===== config.mk =====
export PLATFORM = sky130hd
export DESIGN_NAME = nx_fifo_wm
export DESIGN_NICKNAME = d
export VERILOG_FILES = /design/src/rtl/nx_fifo_pkg.sv /design/src/rtl/nx_fifo_wm_ctrl.sv /design/src/rtl/nx_fifo_wm.sv
export SDC_FILE = /design/constraint.sdc
export NUM_CORES = 1
export LEC_CHECK = 0
export BUFFER_PORTS_ARGS = -buffer_cell sky130_fd_sc_hd__buf_4
export CORE_MARGIN = 2
export CORE_UTILIZATION = 58
export CTS_BUF_LIST = sky130_fd_sc_hd__clkbuf_8
export DETAILED_ROUTE_END_ITERATION = 6
export GPL_TIMING_DRIVEN = 0
export PLACE_DENSITY = 0.79
export SETUP_SLACK_MARGIN = 0.02
export SYNTH_ARGS = -nofsm -noshare
export SYNTH_HDL_FRONTEND = slang
export SYNTH_SLANG_ARGS = --single-unit

===== constraint.sdc =====
create_clock -name clk -period 3.2 [get_ports clk]
set_input_delay 0.48 -clock clk [delete_from_list [all_inputs] [get_ports clk]]
set_output_delay 0.48 -clock clk [all_outputs]
set_load 0.02 [all_outputs]

===== src/rtl/nx_fifo_pkg.sv =====
// Shared types and helpers for the nx_fifo_wm watermark FIFO.
// NX_FIFO_PARITY_EN (when defined) widens storage by NX_FIFO_PAR_W bits.
package nx_fifo_pkg;

    localparam int NX_FIFO_PAR_W = 1;

    typedef struct packed {
        logic underflow;
        logic overflow;
    } nx_fifo_err_t;

    function automatic int nx_fifo_cw(input int depth);
        return $clog2(depth + 1);
    endfunction

endpackage


===== src/rtl/nx_fifo_wm_ctrl.sv =====
// Control path of nx_fifo_wm: explicit-wrap pointers, occupancy counter, flags,
// watermarks, high-water monitor and registered error pulses.
module nx_fifo_wm_ctrl
    import nx_fifo_pkg::*;
#(
    parameter int DEPTH = 16,
    parameter int CW    = nx_fifo_cw(DEPTH),
    parameter int PW    = (DEPTH > 1) ? $clog2(DEPTH) : 1
) (
    input  logic          clk,
    input  logic          rst,
    input  logic          clear,
    input  logic          wen,
    input  logic          ren,
    input  logic [CW-1:0] af_thresh,
    input  logic [CW-1:0] ae_thresh,
    output logic          wr_acc,
    output logic [PW-1:0] wr_ptr,
    output logic [PW-1:0] rd_ptr,
    output logic [CW-1:0] used_slots,
    output logic [CW-1:0] free_slots,
    output logic [CW-1:0] high_water,
    output logic          empty,
    output logic          full,
    output logic          almost_full,
    output logic          almost_empty,
    output nx_fifo_err_t  err
);

    localparam logic [CW-1:0] DEPTH_C = CW'(DEPTH);
    localparam logic [PW-1:0] LAST_C  = PW'(DEPTH - 1);

    logic [PW-1:0] wr_ptr_q, wr_ptr_d, rd_ptr_q, rd_ptr_d;
    logic [CW-1:0] used_q, used_d, hw_q, hw_d;
    nx_fifo_err_t  err_q, err_d;
    logic          rd_acc;

    // Non-power-of-two depth: wrap explicitly rather than relying on overflow.
    function automatic logic [PW-1:0] next_ptr(input logic [PW-1:0] p);
        return (p == LAST_C) ? '0 : p + PW'(1);
    endfunction

    assign empty = (used_q == '0);
    assign full  = (used_q == DEPTH_C);

    always_comb begin
        wr_acc   = wen && (!full || ren) && !clear;
        rd_acc   = ren && !empty && !clear;
        wr_ptr_d = wr_ptr_q;
        rd_ptr_d = rd_ptr_q;
        used_d   = used_q;
        err_d    = '0;
        if (clear) begin
            wr_ptr_d = '0;
            rd_ptr_d = '0;
            used_d   = '0;
        end else begin
            if (wr_acc) wr_ptr_d = next_ptr(wr_ptr_q);
            if (rd_acc) rd_ptr_d = next_ptr(rd_ptr_q);
            if (wr_acc && !rd_acc)      used_d = used_q + CW'(1);
            else if (rd_acc && !wr_acc) used_d = used_q - CW'(1);
            err_d.underflow = ren && empty;
            err_d.overflow  = wen && full && !ren;
        end
        hw_d = clear ? '0 : ((used_d > hw_q) ? used_d : hw_q);
    end

    always_ff @(posedge clk) begin
        if (rst) begin
            wr_ptr_q <= '0;
            rd_ptr_q <= '0;
            used_q   <= '0;
            hw_q     <= '0;
            err_q    <= '0;
        end else begin
            wr_ptr_q <= wr_ptr_d;
            rd_ptr_q <= rd_ptr_d;
            used_q   <= used_d;
            hw_q     <= hw_d;
            err_q    <= err_d;
        end
    end

    assign wr_ptr       = wr_ptr_q;
    assign rd_ptr       = rd_ptr_q;
    assign used_slots   = used_q;
    assign free_slots   = DEPTH_C - used_q;
    assign high_water   = hw_q;
    assign almost_full  = (used_q >= af_thresh);
    assign almost_empty = (used_q <= ae_thresh);
    assign err          = err_q;

endmodule


===== src/rtl/nx_fifo_wm.sv =====
// Synchronous show-ahead FIFO with arbitrary depth, watermarks and error pulses.
// Define NX_FIFO_PARITY_EN to store an even-parity bit per entry and expose parity_err.
module nx_fifo_wm
    import nx_fifo_pkg::*;
#(
    parameter int DEPTH      = 16,
    parameter int WIDTH      = 64,
    parameter int DATA_RESET = 1,
    localparam int CW        = nx_fifo_cw(DEPTH)
) (
    input  logic             clk,
    input  logic             rst,
    input  logic             clear,
    input  logic             wen,
    input  logic [WIDTH-1:0] wdata,
    input  logic             ren,
    input  logic [CW-1:0]    af_thresh,
    input  logic [CW-1:0]    ae_thresh,
    output logic [WIDTH-1:0] rdata,
    output logic             empty,
    output logic             full,
    output logic             almost_full,
    output logic             almost_empty,
    output logic [CW-1:0]    used_slots,
    output logic [CW-1:0]    free_slots,
    output logic [CW-1:0]    high_water,
    output logic             underflow,
    output logic             overflow
`ifdef NX_FIFO_PARITY_EN
    ,
    output logic             parity_err
`endif
);

    localparam int PW = (DEPTH > 1) ? $clog2(DEPTH) : 1;
`ifdef NX_FIFO_PARITY_EN
    localparam int SW = WIDTH + NX_FIFO_PAR_W;
`else
    localparam int SW = WIDTH;
`endif

    logic [SW-1:0] mem_q [DEPTH];
    logic [SW-1:0] wentry, head;
    logic [PW-1:0] wr_ptr, rd_ptr;
    logic          wr_acc;
    nx_fifo_err_t  err;

    nx_fifo_wm_ctrl #(
        .DEPTH (DEPTH),
        .CW    (CW),
        .PW    (PW)
    ) u_ctrl (
        .clk          (clk),
        .rst          (rst),
        .clear        (clear),
        .wen          (wen),
        .ren          (ren),
        .af_thresh    (af_thresh),
        .ae_thresh    (ae_thresh),
        .wr_acc       (wr_acc),
        .wr_ptr       (wr_ptr),
        .rd_ptr       (rd_ptr),
        .used_slots   (used_slots),
        .free_slots   (free_slots),
        .high_water   (high_water),
        .empty        (empty),
        .full         (full),
        .almost_full  (almost_full),
        .almost_empty (almost_empty),
        .err          (err)
    );

`ifdef NX_FIFO_PARITY_EN
    assign wentry     = {^wdata, wdata};
    assign parity_err = !empty && (^head);
`else
    assign wentry = wdata;
`endif

    // Storage is deliberately left unreset; only control state is cleared.
    always_ff @(posedge clk) begin
        if (wr_acc) mem_q[wr_ptr] <= wentry;
    end

    assign head      = mem_q[rd_ptr];
    assign rdata     = ((DATA_RESET != 0) && empty) ? '0 : head[WIDTH-1:0];
    assign underflow = err.underflow;
    assign overflow  = err.overflow;

endmodule


# Word level (Yosys, flattened, before mapping)

Memories as Yosys holds them, arrays and structs flattened. A register that Yosys moved wholly into a read port is not among the register bits.
Index checks and enable logic that the tools add are counted.

Flip-flop bits (word level): 20
RAM bits: 1024
Output and inout bits: 85
Logic and storage cells: 46
Memories kept: 1

Add/sub/neg operators: 5
Order comparisons: 3
Eq/ne operators: 3
Mux-type cells: 10
Reductions and logical operators: 18

Memory list:

| memory | words | bits a word | rd ports | clocked after Yosys merged registers in | write ports | line             | text |
|---|---|---|---|---|---|---|---|
| mem_q  | 16    | 64          | 1        | 1                                       | 1           | nx_fifo_wm.sv:42 | `logic [SW-1:0] mem_q [DEPTH];` |

Operators by type and width:

| kind                                             | number |
|---|---|
| two-way mux 64 bit                               | 1 |
| two-way mux 4 bit                                | 4 |
| two-way mux 5 bit                                | 3 |
| logical AND 1 bit                                | 9 |
| adder 4 x 1 -> 4 bit, second input constant      | 2 |
| equality test 4 bit, second input constant       | 2 |
| zero test 1 bit                                  | 6 |
| adder 5 x 1 -> 5 bit, second input constant      | 1 |
| equality test 5 bit, second input constant       | 1 |
| greater-or-equal comparator 5 bit                | 1 |
| greater-than comparator 5 bit                    | 1 |
| <= comparator 5 bit                              | 1 |
| zero test 5 bit                                  | 1 |
| subtractor 5 x 1 -> 5 bit, second input constant | 1 |
| subtractor 5 bit, first input constant           | 1 |
| two-way mux 1 bit                                | 2 |
| OR reduction 2 bit                               | 1 |
| logical OR 1 bit                                 | 1 |

# Longest topological paths before layout

Word-level depth: 11
Mapped depth: 17
Mapped depth without buffers: 16

# Modules after synthesis

A second synthesis with hierarchy kept.

Cell total of the unflattened synthesis: 2300
Area total of the unflattened synthesis: 41279.6 µm²

By module, submodules not included:

| module          | instances | cells an instance | area an instance (µm²) | seq. area each (µm²) |
|---|---|---|---|---|
| nx_fifo_wm      | 1         | 2139              | 39874.5                | 30749.5 |
| nx_fifo_wm_ctrl | 1         | 161               | 1405.1                 | 400.4 |

# Worst setup path after synthesis

No wires, ideal clock.

Path kind: flip-flop to flip-flop
From: register u_ctrl.used_q[1], in the netlist u_ctrl.used_slots[1]
To: memory mem_q[10][0] (netlist bit) (enable)
Library setup time: 0.429 ns
Arrival: 3.346 ns
Data required time: 2.771 ns
Path slack: -0.574 ns
Cell stages (with the launch flop): 10
Path buffers: 0
Clock period less this slack: 3.774 ns
Cell sequence: dfxtp_1 > inv_1 > ha_1 > inv_1 > nor2_1 > ha_1 > nand2b_1 > nand2_1 > nor3b_1 > and2_1

Longest elaborated chain between the ends: 7

Ends and longest elaborated chain:

| item                                    | line                  | text |
|---|---|---|
| start: declaration                      | nx_fifo_wm_ctrl.sv:34 | `logic [CW-1:0] used_q, used_d, hw_q, hw_d;` |
| start signal: assignment                | nx_fifo_wm_ctrl.sv:78 | `used_q <= used_d;` |
| equality test 5 bit                     | nx_fifo_wm_ctrl.sv:44 | `assign full = (used_q == DEPTH_C);` |
| named net full                          | nx_fifo_wm.sv:21      | `output logic full,` |
| zero test 1 bit                         | nx_fifo_wm_ctrl.sv:47 | `wr_acc = wen && (!full \|\| ren) && !clear;` |
| logical OR 1 bit                        | nx_fifo_wm_ctrl.sv:47 |  |
| logical AND 1 bit (2 in series)         | nx_fifo_wm_ctrl.sv:47 |  |
| two-way mux 1 bit                       | nx_fifo_wm.sv:82      | `if (wr_acc) mem_q[wr_ptr] <= wentry;` |
| two-way mux 1 bit (implied by the code) | nx_fifo_wm.sv:82      |  |
| end: declaration                        | nx_fifo_wm.sv:42      |  |

The timed path passes the listed nets, and every way through them passes these cells.

# Worst setup path after layout

From: register u_ctrl.used_q[0], in the netlist u_ctrl.used_slots[0]
To: output rdata[12]

Longest elaborated chain between the ends: 2

Ends and longest elaborated chain:

| item               | line                  | text |
|---|---|---|
| zero test 5 bit    | nx_fifo_wm_ctrl.sv:43 | `assign empty = (used_q == '0);` |
| two-way mux 64 bit | nx_fifo_wm.sv:86      | `assign rdata = ((DATA_RESET != 0) && empty) ? '0 : head[WIDTH-1:0];` |
| end: declaration   | nx_fifo_wm.sv:19      | `output logic [WIDTH-1:0] rdata,` |

No other way between the ends.

==> metrics <==
status finished with violations; failing checks negative setup slack; Gate Count Post-Synth 2087; area grow syn2layout 23.1%; # fillers approximately 3.9k; Max-cap violations 0; Tightest Hold Check Type input pin to flop; Wirelength per Cell 29.2 µm; WP data arrival 3.11 ns; CP endpoint kind primary output; vias in the first global route 24.1k; R2R Path End u_ctrl.high_water[0]$_SDFFE_PP0N_; Synth top area share 0.748; first-pass GRT wire length 152 mm; total global routing overflow 0; ys async rst share 0; LEAKAGE about 0.017 µW; Root Driver clkbuf_8; Worst setup SP type flop; via/cell ratio between 6 and 7; hold endpoint u_ctrl.used_slots[1]$_SDFF_PP0_; RSZ-0062 raised after global routing true; Clk Latency, worst-skew pair 0.84 ns; placed cells around 3.2k; syn_area_per_cell 19.7 µm²; initial DRC count 2807; Crit Path Max Fanout 6; internal reg-to-reg setup slack -0.29 ns; Max Freq 279 MHz; core area 70100 µm²; initial antenna violation count 4; Seq. cell area 31300 µm²; Initial Util 0.586; Slew headroom 0.365; Rows 97; Max Transition Viols Final 0; maximum vdd drop 0.482 mV; DRC Markers 0; clock period minus worst slack 3.59 ns; clock-pin slew on the worst setup and hold paths 0.06 ns; Crit Path Class flop to primary output; Finished Layout Cells 3646; synth top area cells edfxtp_1 75%, mux4_2 8.7%, mux2i_1 3.2%, mux2_2 2.2%, a21oi_1 1.2%; dpl hpwl approximately 57 mm; die width 270 µm; CP Data Required Time 2.72 ns; Hold WS between 0.15 and 0.2 ns; Max Root-Sink Buffers 3; sequential share of the synthesized area 0.760; Register-to-Register Path Depth 18; Post-Syn Area between 40000 and 50000 µm²; ys flop type edfxtp_1; number of enable flip-flop cells after synthesis slightly above 1k; fin crit share 1.12; Num Clock Sinks between 1k and 1.5k; Worst Slack Setup Final -0.386 ns; HP Start clear; DRT Pass-1 Iters 5; H-tree Lvls 4; clock skew about 0.025 ns; via count about 23k; Least-Margin Pin Slew 0.952 ns; hold depth 4; synth unique cells 46; fin nets 2682; area of the multi-input gates 10300 µm²; Yosys reg bits around 1.0k; syn nets ~2.2k; cts bufs inserted 160; CTS tree done; Die Area 73000 µm²; DRT antenna net count 0; reg2reg start u_ctrl.used_slots[0]$_SDFF_PP0_; Final Hold Fails 0; fraction of layout cells with a size suffix above 1 0.371; gr usage total 0.285; largest area contributor in the netlist edfxtp_1; pwr/cell area 521 nW/µm²; Die H ~270 µm; Commonest cells post-synth 1024 x edfxtp_1, 158 x mux4_2, 130 x mux2i_1, 102 x a21oi_1, 85 x nand2_1; Routed WL 107 mm; # IOs 164; largest net degree at the start of global routing 45; RD Place Congestion ~0.83; YS warnings 0; most common cell in the synthesized netlist edfxtp_1; I/O Buffers 163; setup violators final 69
[cells in the final DEF, fill, tap and decap left out, drive strengths merged, types with 2 or more instances in the layout]
cell type / n
a31oi: 2
ha: 25
clkinv: 56
mux2i: 130
nand2b: 4
inv: 81
xor2: 3
nor2: 53
nor2b: 22
or2: 4
dlygate4sd3: 67
o211ai: 39
nor3b: 3
o21ai: 68
a32oi: 13
nor3: 3
xnor2: 4
and4: 4
nand2: 85
bufbuf: 2
or3: 2
dfxtp: 24
a211oi: 14
diode: 3
o22ai: 21
and3: 3
buf: 325
edfxtp: 1024
a22o: 30
o21a: 3
and2: 20
mux2: 81
clkinvlp: 5
nand3: 4
a21oi: 102
mux4: 164
clkbuf: 208
[metrics by stage]
stage	utilization	setup slack [ns]	TNS (ns)	power (µW)	instance area [µm²]
2_1_floorplan	-	0.0225	0	15800	41200
3_3_place_gp	0.621	-0.513	-401.66	16200	43600
3_5_place_dp	0.627	-0.491	-15.32	16200	44000
4_1_cts	0.714	-0.480	-20.60	26300	50100
5_1_grt	0.721	-0.449	-20.89	27000	50600
6_report	0.721	-0.386	-16.21	26300	50600
[logic make-up (layout without fill, tap and decap cells)]
| kind of cell | Yosys count | after routing | synth area share |
|---|---|---|---|
| adders and majority gates | 25 | 25 | 0.00761 |
| muxes | 375 | 375 | 0.144 |
| AOI/OAI and AO/OA | 294 | 294 | 0.0440 |
| xor gates and xnor gates | 7 | 7 | 0.00149 |
| and+or+nand+nor | 203 | 209 | 0.0231 |
| other | 0 | 3 | 0 |
| buffers and inverters | 135 | 745 | 0.0196 |
| DFF | 1048 | 1048 | 0.760 |
[area by class of cell]
type                    instances  share of cell area
diodes                          3            0.000148
plain buffers                 111              0.0251
clock buffers                 165              0.0449
clock inverters               122              0.0110
inverters                      21             0.00171
multi-input cells             910               0.204
flip-flops and latches       1048               0.618
well taps                     940              0.0232
repair buffers                326              0.0725
[state kept, by name, summed over array words and instances (netlist names), named ones only]
signal	count
mem_q	1024
u_ctrl.err	2
u_ctrl.high_water	5
u_ctrl.rd_ptr	4
u_ctrl.used_slots	5
u_ctrl.wr_ptr	4
[where the power goes]
group          internal, µW  switching [µW]
clock                  4870            5150
combinational           534             664
sequential            15100            16.3
total                 20500            5840
[critical path, stage by stage, from the launching register on]
cell	delay, ns
dfxtp_4	0.37
inv_6	0.04
ha_4	0.15
inv_2	0.06
nor2_4	0.05
ha_4	0.18
buf_6	0.13
or3_4	0.48
clkbuf_16	0.21
nor2_2	0.12
a21oi_1	0.06
o21ai_2	0.27
buf_6	0.17
[what timing repair did]
action,in CTS,in global routing
buffers inserted,47,16
gates resized for setup,432,102
pin swaps,48,57
hold endpoints to repair,1031,0
endpoints found under the setup margin,69,174
cloned,20,7
hold buffers,67,0
[per-layer routing]
layer  GRT usage  routed length, µm  vias to the layer above
met5           0                 13                        -
met4       0.112               3840                        2
met3      0.0536              10400                      241
met2       0.483              54900                     1472
met1       0.370              37400                    11779
li1            -                  -                     9522
[worst max-delay path by stage]
stage	endpoint	startpoint	depth (start not counted)	slack, ns
floorplan	u_ctrl.high_water[0]$_SDFFE_PP0N_	u_ctrl.used_slots[1]$_SDFF_PP0_	17	0.02
global placement	mem_q[10][21]$_DFFE_PP_	clear	6	-0.51
detailed placement	rdata[60]	u_ctrl.used_slots[2]$_SDFF_PP0_	11	-0.49
CTS	rdata[46]	u_ctrl.used_slots[3]$_SDFF_PP0_	14	-0.48
global route	rdata[18]	u_ctrl.used_slots[2]$_SDFF_PP0_	12	-0.45
finish	rdata[12]	u_ctrl.used_slots[0]$_SDFF_PP0_	12	-0.39
(Power assumes the default switching activity.)
